--- config.mk ---
export PLATFORM = sky130hd
export DESIGN_NAME = rb_writeback_regfile
export DESIGN_NICKNAME = d
export VERILOG_FILES = /design/src/rtl/rb_writeback_regfile.sv
export SDC_FILE = /design/constraint.sdc
export NUM_CORES = 2
export LEC_CHECK = 0
export CAP_MARGIN = 15
export CORE_ASPECT_RATIO = 0.9
export CORE_UTILIZATION = 30
export CTS_BUF_LIST = sky130_fd_sc_hd__clkbuf_4 sky130_fd_sc_hd__clkbuf_8
export DETAILED_ROUTE_END_ITERATION = 8
export SLEW_MARGIN = 5
export SYNTH_ARGS = -nofsm -noshare
export SYNTH_HDL_FRONTEND = slang
export SYNTH_SLANG_ARGS = --single-unit
--- constraint.sdc ---
create_clock -name clk -period 4 [get_ports clk]
set_clock_uncertainty 0.1 [all_clocks]
set_input_delay 1 -clock clk [delete_from_list [all_inputs] [get_ports clk]]
set_output_delay 1 -clock clk [all_outputs]
set_load 0.1 [all_outputs]
--- src/rtl/rb_writeback_regfile.sv ---
// rb_writeback_regfile: writeback stage of the 5-stage core.
//
// It selects the writeback value from the M->RB pipeline register outputs.
// It commits that value into the integer register file, x0..x(NREG-1).
// It serves the two decode read ports.
// It keeps the retired-instruction counter.
//
// Optional feature macro: RB_BYPASS_EN
//   defined   : write-through read. A committing write to rsN_raddr is seen by decode
//               in the same cycle.
//   undefined : reads return array contents only. The hazard unit stalls on RB->ID RAW.
module rb_writeback_regfile #(
    parameter int XLEN  = 32,
    parameter int NREG  = 32,
    parameter int CNT_W = 64,
    localparam int AW   = $clog2(NREG)
) (
    input  logic             clk,
    input  logic             rst,
    input  logic             rb_valid,
    input  logic [1:0]       PMAItoReg_RB,
    input  logic             rd_wen_RB,
    input  logic [XLEN-1:0]  imm_RB,
    input  logic [XLEN-1:0]  mem_rdata_RB,
    input  logic [XLEN-1:0]  alu_result_RB,
    input  logic [XLEN-1:0]  PC_RB,
    input  logic [AW-1:0]    rd_waddr_RB,
    input  logic [AW-1:0]    rs1_raddr,
    input  logic [AW-1:0]    rs2_raddr,
    output logic [XLEN-1:0]  rs1_rdata,
    output logic [XLEN-1:0]  rs2_rdata,
    output logic [XLEN-1:0]  wb_data,
    output logic             wb_commit,
    output logic [CNT_W-1:0] retire_cnt
);

    localparam logic [1:0] SEL_ALU = 2'b00;
    localparam logic [1:0] SEL_MEM = 2'b01;
    localparam logic [1:0] SEL_IMM = 2'b10;

    logic [XLEN-1:0]  regs_q [NREG];
    logic [XLEN-1:0]  regs_d [NREG];
    logic [CNT_W-1:0] retire_cnt_q;
    logic [CNT_W-1:0] retire_cnt_d;

    // Writeback value select. PC+4 wraps modulo 2^XLEN.
    always_comb begin
        unique case (PMAItoReg_RB)
            SEL_ALU: wb_data = alu_result_RB;
            SEL_MEM: wb_data = mem_rdata_RB;
            SEL_IMM: wb_data = imm_RB;
            default: wb_data = PC_RB + XLEN'(4);
        endcase
    end

    // A write commits only for a real instruction targeting a nonzero rd outside reset.
    always_comb begin
        wb_commit = rb_valid & rd_wen_RB & (rd_waddr_RB != '0) & ~rst;
    end

    // Next-state of the register array and the retire counter.
    always_comb begin
        regs_d = regs_q;
        if (wb_commit) begin
            regs_d[rd_waddr_RB] = wb_data;
        end
        regs_d[0] = '0;

        retire_cnt_d = retire_cnt_q;
        if (rb_valid) begin
            retire_cnt_d = retire_cnt_q + CNT_W'(1);
        end
    end

    // State registers. Reset wins over a same-cycle write or retire.
    always_ff @(posedge clk) begin
        if (rst) begin
            regs_q       <= '{default: '0};
            retire_cnt_q <= '0;
        end else begin
            regs_q       <= regs_d;
            retire_cnt_q <= retire_cnt_d;
        end
    end

    // Decode read ports. Address 0 always reads zero.
    // The bypass path never fires for rd=0, because wb_commit already excludes rd=0.
    always_comb begin
        rs1_rdata = (rs1_raddr == '0) ? '0 : regs_q[rs1_raddr];
        rs2_rdata = (rs2_raddr == '0) ? '0 : regs_q[rs2_raddr];
`ifdef RB_BYPASS_EN
        if (wb_commit && (rs1_raddr == rd_waddr_RB)) begin
            rs1_rdata = wb_data;
        end
        if (wb_commit && (rs2_raddr == rd_waddr_RB)) begin
            rs2_rdata = wb_data;
        end
`else
`endif
    end

    assign retire_cnt = retire_cnt_q;

endmodule
## Yosys cells after proc, flatten, opt, wreduce, memory -nomap -nowiden

Cells that the tools add are included.

| storage, ports and cells | value |
|---|---|
| register bits | 1,056 |
| logic and storage cells | 64 |
| bits in read-only memories | 0 |
| latch bits | 0 |
| RAM bits | 0 |
| memories kept | 0 |

| operators by class | value |
|---|---|
| reductions and logical operators | 5 |
| div/mod/pow operators | 0 |
| add/subtract/negate cells | 2 |
| multiply operators | 0 |
| order comparisons | 4 |
| shifts and indexed selects | 0 |
| bitwise logic cells | 7 |
| equal/unequal tests | 2 |
| multiplexer cells | 12 |

Operator list:

| cell | count |
|---|---|
| $bwmux 1024 | 1 |
| $bmux 32 s5 | 2 |
| $mux 32 | 7 |
| $demux 32 s5 | 1 |
| $pmux 32 s3 | 1 |
| $add 64x1->64 const B | 1 |
| $add 32x3->32 const B | 1 |
| $ge 6x6->1 const B | 3 |
| $not 5->6 | 3 |
| $logic_not 5->1 | 2 |
| $lt 6x1->1 const B | 1 |
| $reduce_bool 5->1 | 1 |
| $and 1x1->1 | 3 |
| $eq 2x1->1 const B | 1 |
| $eq 2x2->1 const B | 1 |
| $logic_not 2->1 | 1 |
| $logic_and 1x1->1 | 1 |
| $not 1->1 | 1 |

## Depth between registers and ports, before layout

| logic depth | value |
|---|---|
| word-level depth | 6 |
| depth in mapped cells | 10 |
| gate-level depth less buffers | 6 |

## Least setup slack after synthesis

OpenSTA, ideal clock, no wires.

| path | value |
|---|---|
| path kind | input port to output port |
| from | input port rs2_raddr[0] |
| to | output port rs2_rdata[12] |
| setup slack | -1.748 ns |
| arrival time | 4.648 ns |
| required time | 2.900 ns |
| cell stages on the path | 8 |
| path through | buf_4 -> buf_2 -> nor3b_1 -> clkbuf_1 -> a21oi_1 -> o21ai_0 -> o221ai_1 -> a211oi_1 |

| between the ends | value |
|---|---|
| longest elaborated chain between the ends | 5 |
| elaborated cells between the ends (all ways) | 6 |
| classes of those cells | 4 x mux; 1 x bitwise; 1 x reduce/logical |

RTL lines:

| element | line | source |
|---|---|---|
| start: declaration | 29 | `input logic [AW-1:0] rs2_raddr,` |
| $not 5->6 (implied by the code) | 90 | `rs2_rdata = (rs2_raddr == '0) ? '0 : regs_q[rs2_raddr];` |
| $bmux 32 s5 | 90 |  |
| $mux 32 (implied by the code) (2 in a row) | 90 |  |
| $mux 32 * | 90 |  |
| end: declaration | 31 | `output logic [XLEN-1:0] rs2_rdata,` |

Mark *: on every way between the ends. The rest lies on a longest branch, timed or not. The select of a mux whose other input is x is not followed.

## Worst setup path after layout

| path | value |
|---|---|
| from | input port rs1_raddr[0] |
| to | output port rs1_rdata[12] |

| between the ends | value |
|---|---|
| longest elaborated chain between the ends | 5 |
| elaborated cells between the ends (all ways) | 6 |
| classes of those cells | 4 x mux; 1 x bitwise; 1 x reduce/logical |

RTL lines:

| element | line | source |
|---|---|---|
| start: declaration | 28 | `input logic [AW-1:0] rs1_raddr,` |
| $not 5->6 (implied by the code) | 89 | `rs1_rdata = (rs1_raddr == '0) ? '0 : regs_q[rs1_raddr];` |
| $bmux 32 s5 | 89 |  |
| $mux 32 (implied by the code) (2 in a row) | 89 |  |
| $mux 32 * | 89 |  |
| end: declaration | 30 | `output logic [XLEN-1:0] rs1_rdata,` |

Marked as above.

==> impl_metrics.ini <==
[yosys]
synthXorXnorAreaFrac_pct = 0.6562
ys_seq_area_share_pct = 38.63
yosys.area_share.simple_pct = 15.60
synth.avg_cell_area_um2 = 9.854
netlist_instances = 5553
synth-compound-area-share_pct = 14.22
synthAdderAreaFrac_pct = 0.04573
async_reset_ff_share_pct = 0
synth_edf_count = 0
ys_ff_latch = 1056
synthesis.yosys.warnings = 0
synth_top_family_by_area = multiplexers
synthMuxAreaShare_pct = 25.89
syn_area_um2 = 54720
ys.flop_type = dfxtp_1
synthesis.nets = 5704
synth_cell_types = 65

[sta]
drv_slew = 0
layout_min_cycle_time_ns = 4.251
timing.final.crit_share_pct = 106.3
worstMarginPinSlew_ns = 1.195
max_slew_margin_pct = 20.31
setup_violations = 50
max_freq_mhz = 235.2
rsz0062_at_grt = yes
finalHoldViolCount = 0
worst_slack_ns = -0.2512

[grt]
grt_pass1_wl_mm = 330.9
grt_pass1_vias = 47500
grt.overflow.total = 0
grt_max_degree = 230
track_usage_pct = 24.19
antenna_found_initial = 8

[outcome]
status = complete, but fails checks
violations = setup timing

[floorplanning]
initial_utilization_pct = 30.25
ios = 310
die_x_um = 452.2
rows = 148
chipHeight_um = 407.2
die_area_um2 = 184100
core_area_um2 = 180900

[worst_hold_path]
hold_path_class = in -> reg

[detailed_routing]
route.detailed.drc = 0
drt-total-wl_mm = 230.5
viasPerCell = 5.860
wl_per_cell_um = 27.16
routed-via-count = 49740
first_pass_iters = 6
ant_nets = 0
dr.first_iter.drc_count = 7106

[worst_setup_path]
critPathArrivalTime_ns = 3.15
critical_path_class = in -> out
crit_fanout = 8
critical_path.startpoint_type = primary input
cp-end-kind = output pin
required_ns = 2.90

[power]
p_leak_nw = 23.91
irDropWorstVdd_mv = 0.3694
total_power_mw = 24.33
p_per_area_nw_per_um2 = 341.6

[cells_and_area]
fin_area_um2 = 71200
area_delta_synth_final_pct = 30.12
layout-drive-gt1-share_pct = 31.21
final_net_count = 6101

[placed_design]
place.gp.congestion = 0.9570
port_buffers = 309
placedInstanceArea_um2 = 65180
dp_hpwl_mm = 144.2
post-place-ws_ns = -0.6346

[run]
drv_cap = 0

[clock_tree]
clock-sinks = 1056
cts-root-buf = clkbuf_8
cts_buffer_depth = 3
cts_tree = yes
clk_pin_slew_ns = 0.06
clock_latency_ns = 0.92
htree_levels = 4
cts_made_buffers = 170
[what timing repair did]
item,in CTS,in global routing
setup buffers,48,27
pin swaps,36,31
cloned,19,9
gates resized for setup,221,128
hold buffers,0,0
setup endpoints to repair,89,78
[cells in the final DEF (no fill, tap or decap), types with 23 or more instances in the layout]
| master | Yosys | final |
|---|---|---|
| o21ai_0 | 237 | 223 |
| mux4_2 | 552 | 552 |
| nand4_1 | 29 | 29 |
| buf_12 | 0 | 220 |
| o221ai_2 | 0 | 24 |
| clkdlybuf4s50_1 | 0 | 143 |
| o21ai_1 | 49 | 51 |
| buf_6 | 2 | 47 |
| xnor2_1 | 25 | 24 |
| a22o_1 | 49 | 47 |
| clkbuf_4 | 0 | 62 |
| nor3_1 | 33 | 28 |
| nand3_1 | 200 | 163 |
| nand2_1 | 596 | 594 |
| mux2_4 | 0 | 52 |
| clkbuf_8 | 0 | 214 |
| buf_16 | 0 | 35 |
| o211ai_1 | 31 | 31 |
| nor2_4 | 0 | 23 |
| inv_1 | 45 | 28 |
| mux2i_1 | 54 | 50 |
| a211oi_1 | 358 | 343 |
| dfxtp_1 | 1056 | 1056 |
| buf_4 | 7 | 368 |
| nor2_1 | 550 | 525 |
| mux2_2 | 105 | 54 |
| nand3_2 | 0 | 34 |
| nand3b_1 | 251 | 251 |
| a21oi_1 | 459 | 448 |
[through the flow]
| stage | hold WS, ns | setup TNS, ns | util (%) | cells |
|---|---|---|---|---|
| after floorplan | 0.3424 | -0.1822 | - | 5553 |
| final | 0.3232 | -7.318 | 39.36 | 8487 |
| after global placement | 0.3491 | -20.84 | 36.03 | 8084 |
| after detailed placement | 0.3562 | -20.64 | 36.03 | 8084 |
| after global routing | 0.2838 | -7.800 | 39.36 | 8486 |
| after CTS | 0.2325 | -6.391 | 38.98 | 8453 |
[cells in the mapped netlist, drive strengths merged (25+ instances only)]
cell type / count / area share (%)
clkbuf: 479 / 3.3
dfxtp: 1056 / 39
xnor2: 25 / 0.40
nand2: 597 / 4.1
nand3: 200 / 1.8
mux4: 552 / 23
or4: 25 / 0.36
o221ai: 34 / 0.54
nand3b: 251 / 3.4
buf: 155 / 1.4
a211oi: 359 / 4.9
nand4: 33 / 0.45
nor2: 550 / 3.8
a22o: 49 / 0.78
a21oi: 459 / 4.2
mux2i: 54 / 0.99
mux2: 106 / 2.2
o211ai: 31 / 0.43
inv: 45 / 0.31
o21ai: 286 / 2.6
nor3: 33 / 0.30
[cell type report]
class,count,area [µm²]
clock inverters,28,241.5
flip-flops and latches,1056,21140
fillers,17280,109700
well taps,2400,3003
repair buffers,859,10710
multi-input cells,3817,32430
diodes,6,15.01
clock buffers,275,3403
inverters,46,254.0
[worst max-delay path, stage by stage]
cell and delay (ns):
buf_16 0.15, buf_16 0.20, buf_12 0.16, mux4_2 0.54, mux4_2 0.53, mux2_4 0.33, buf_12 0.17
[power breakdown]
part           leakage [nW]  switching, mW  internal (mW)
Sequential             8.51         0.0304           10.6
Clock                  1.95           4.73           5.51
Combinational          13.5           2.14           1.35
Total                  23.9           6.90           17.4
[flip-flops by register name (all words and copies together), names as in the netlist]
name,count
regs_q,992
retire_cnt,64
[metal layers]
metal	up-vias	routed length, µm	track usage, %
li1	21430	-	-
met1	24660	93330	33.32
met2	3084	101600	35.93
met3	564	25370	5.589
met4	4	10260	10.70
met5	-	23	0
[cell families after synthesis]
kind of cell	Yosys count
fa+ha+maj	2
mux	712
xor+xnor	41
flops	1056
simple gates	1794
buf+inv	680
compound gates	1268
[worst paths after layout]
kind / start / to / slack (ns) / cells past startpoint
worst max-delay path: rs1_raddr[0] / rs1_rdata[12] / -0.25 / 7
worst min-delay path: rst / regs_q[133] / 0.32 / 2
worst max register to register: retire_cnt[16] / retire_cnt[56] / 1.32 / 5
worst min register to register: regs_q[687] / regs_q[687] / 0.37 / 2
No activity file was read; power rests on OpenSTA's default activity.
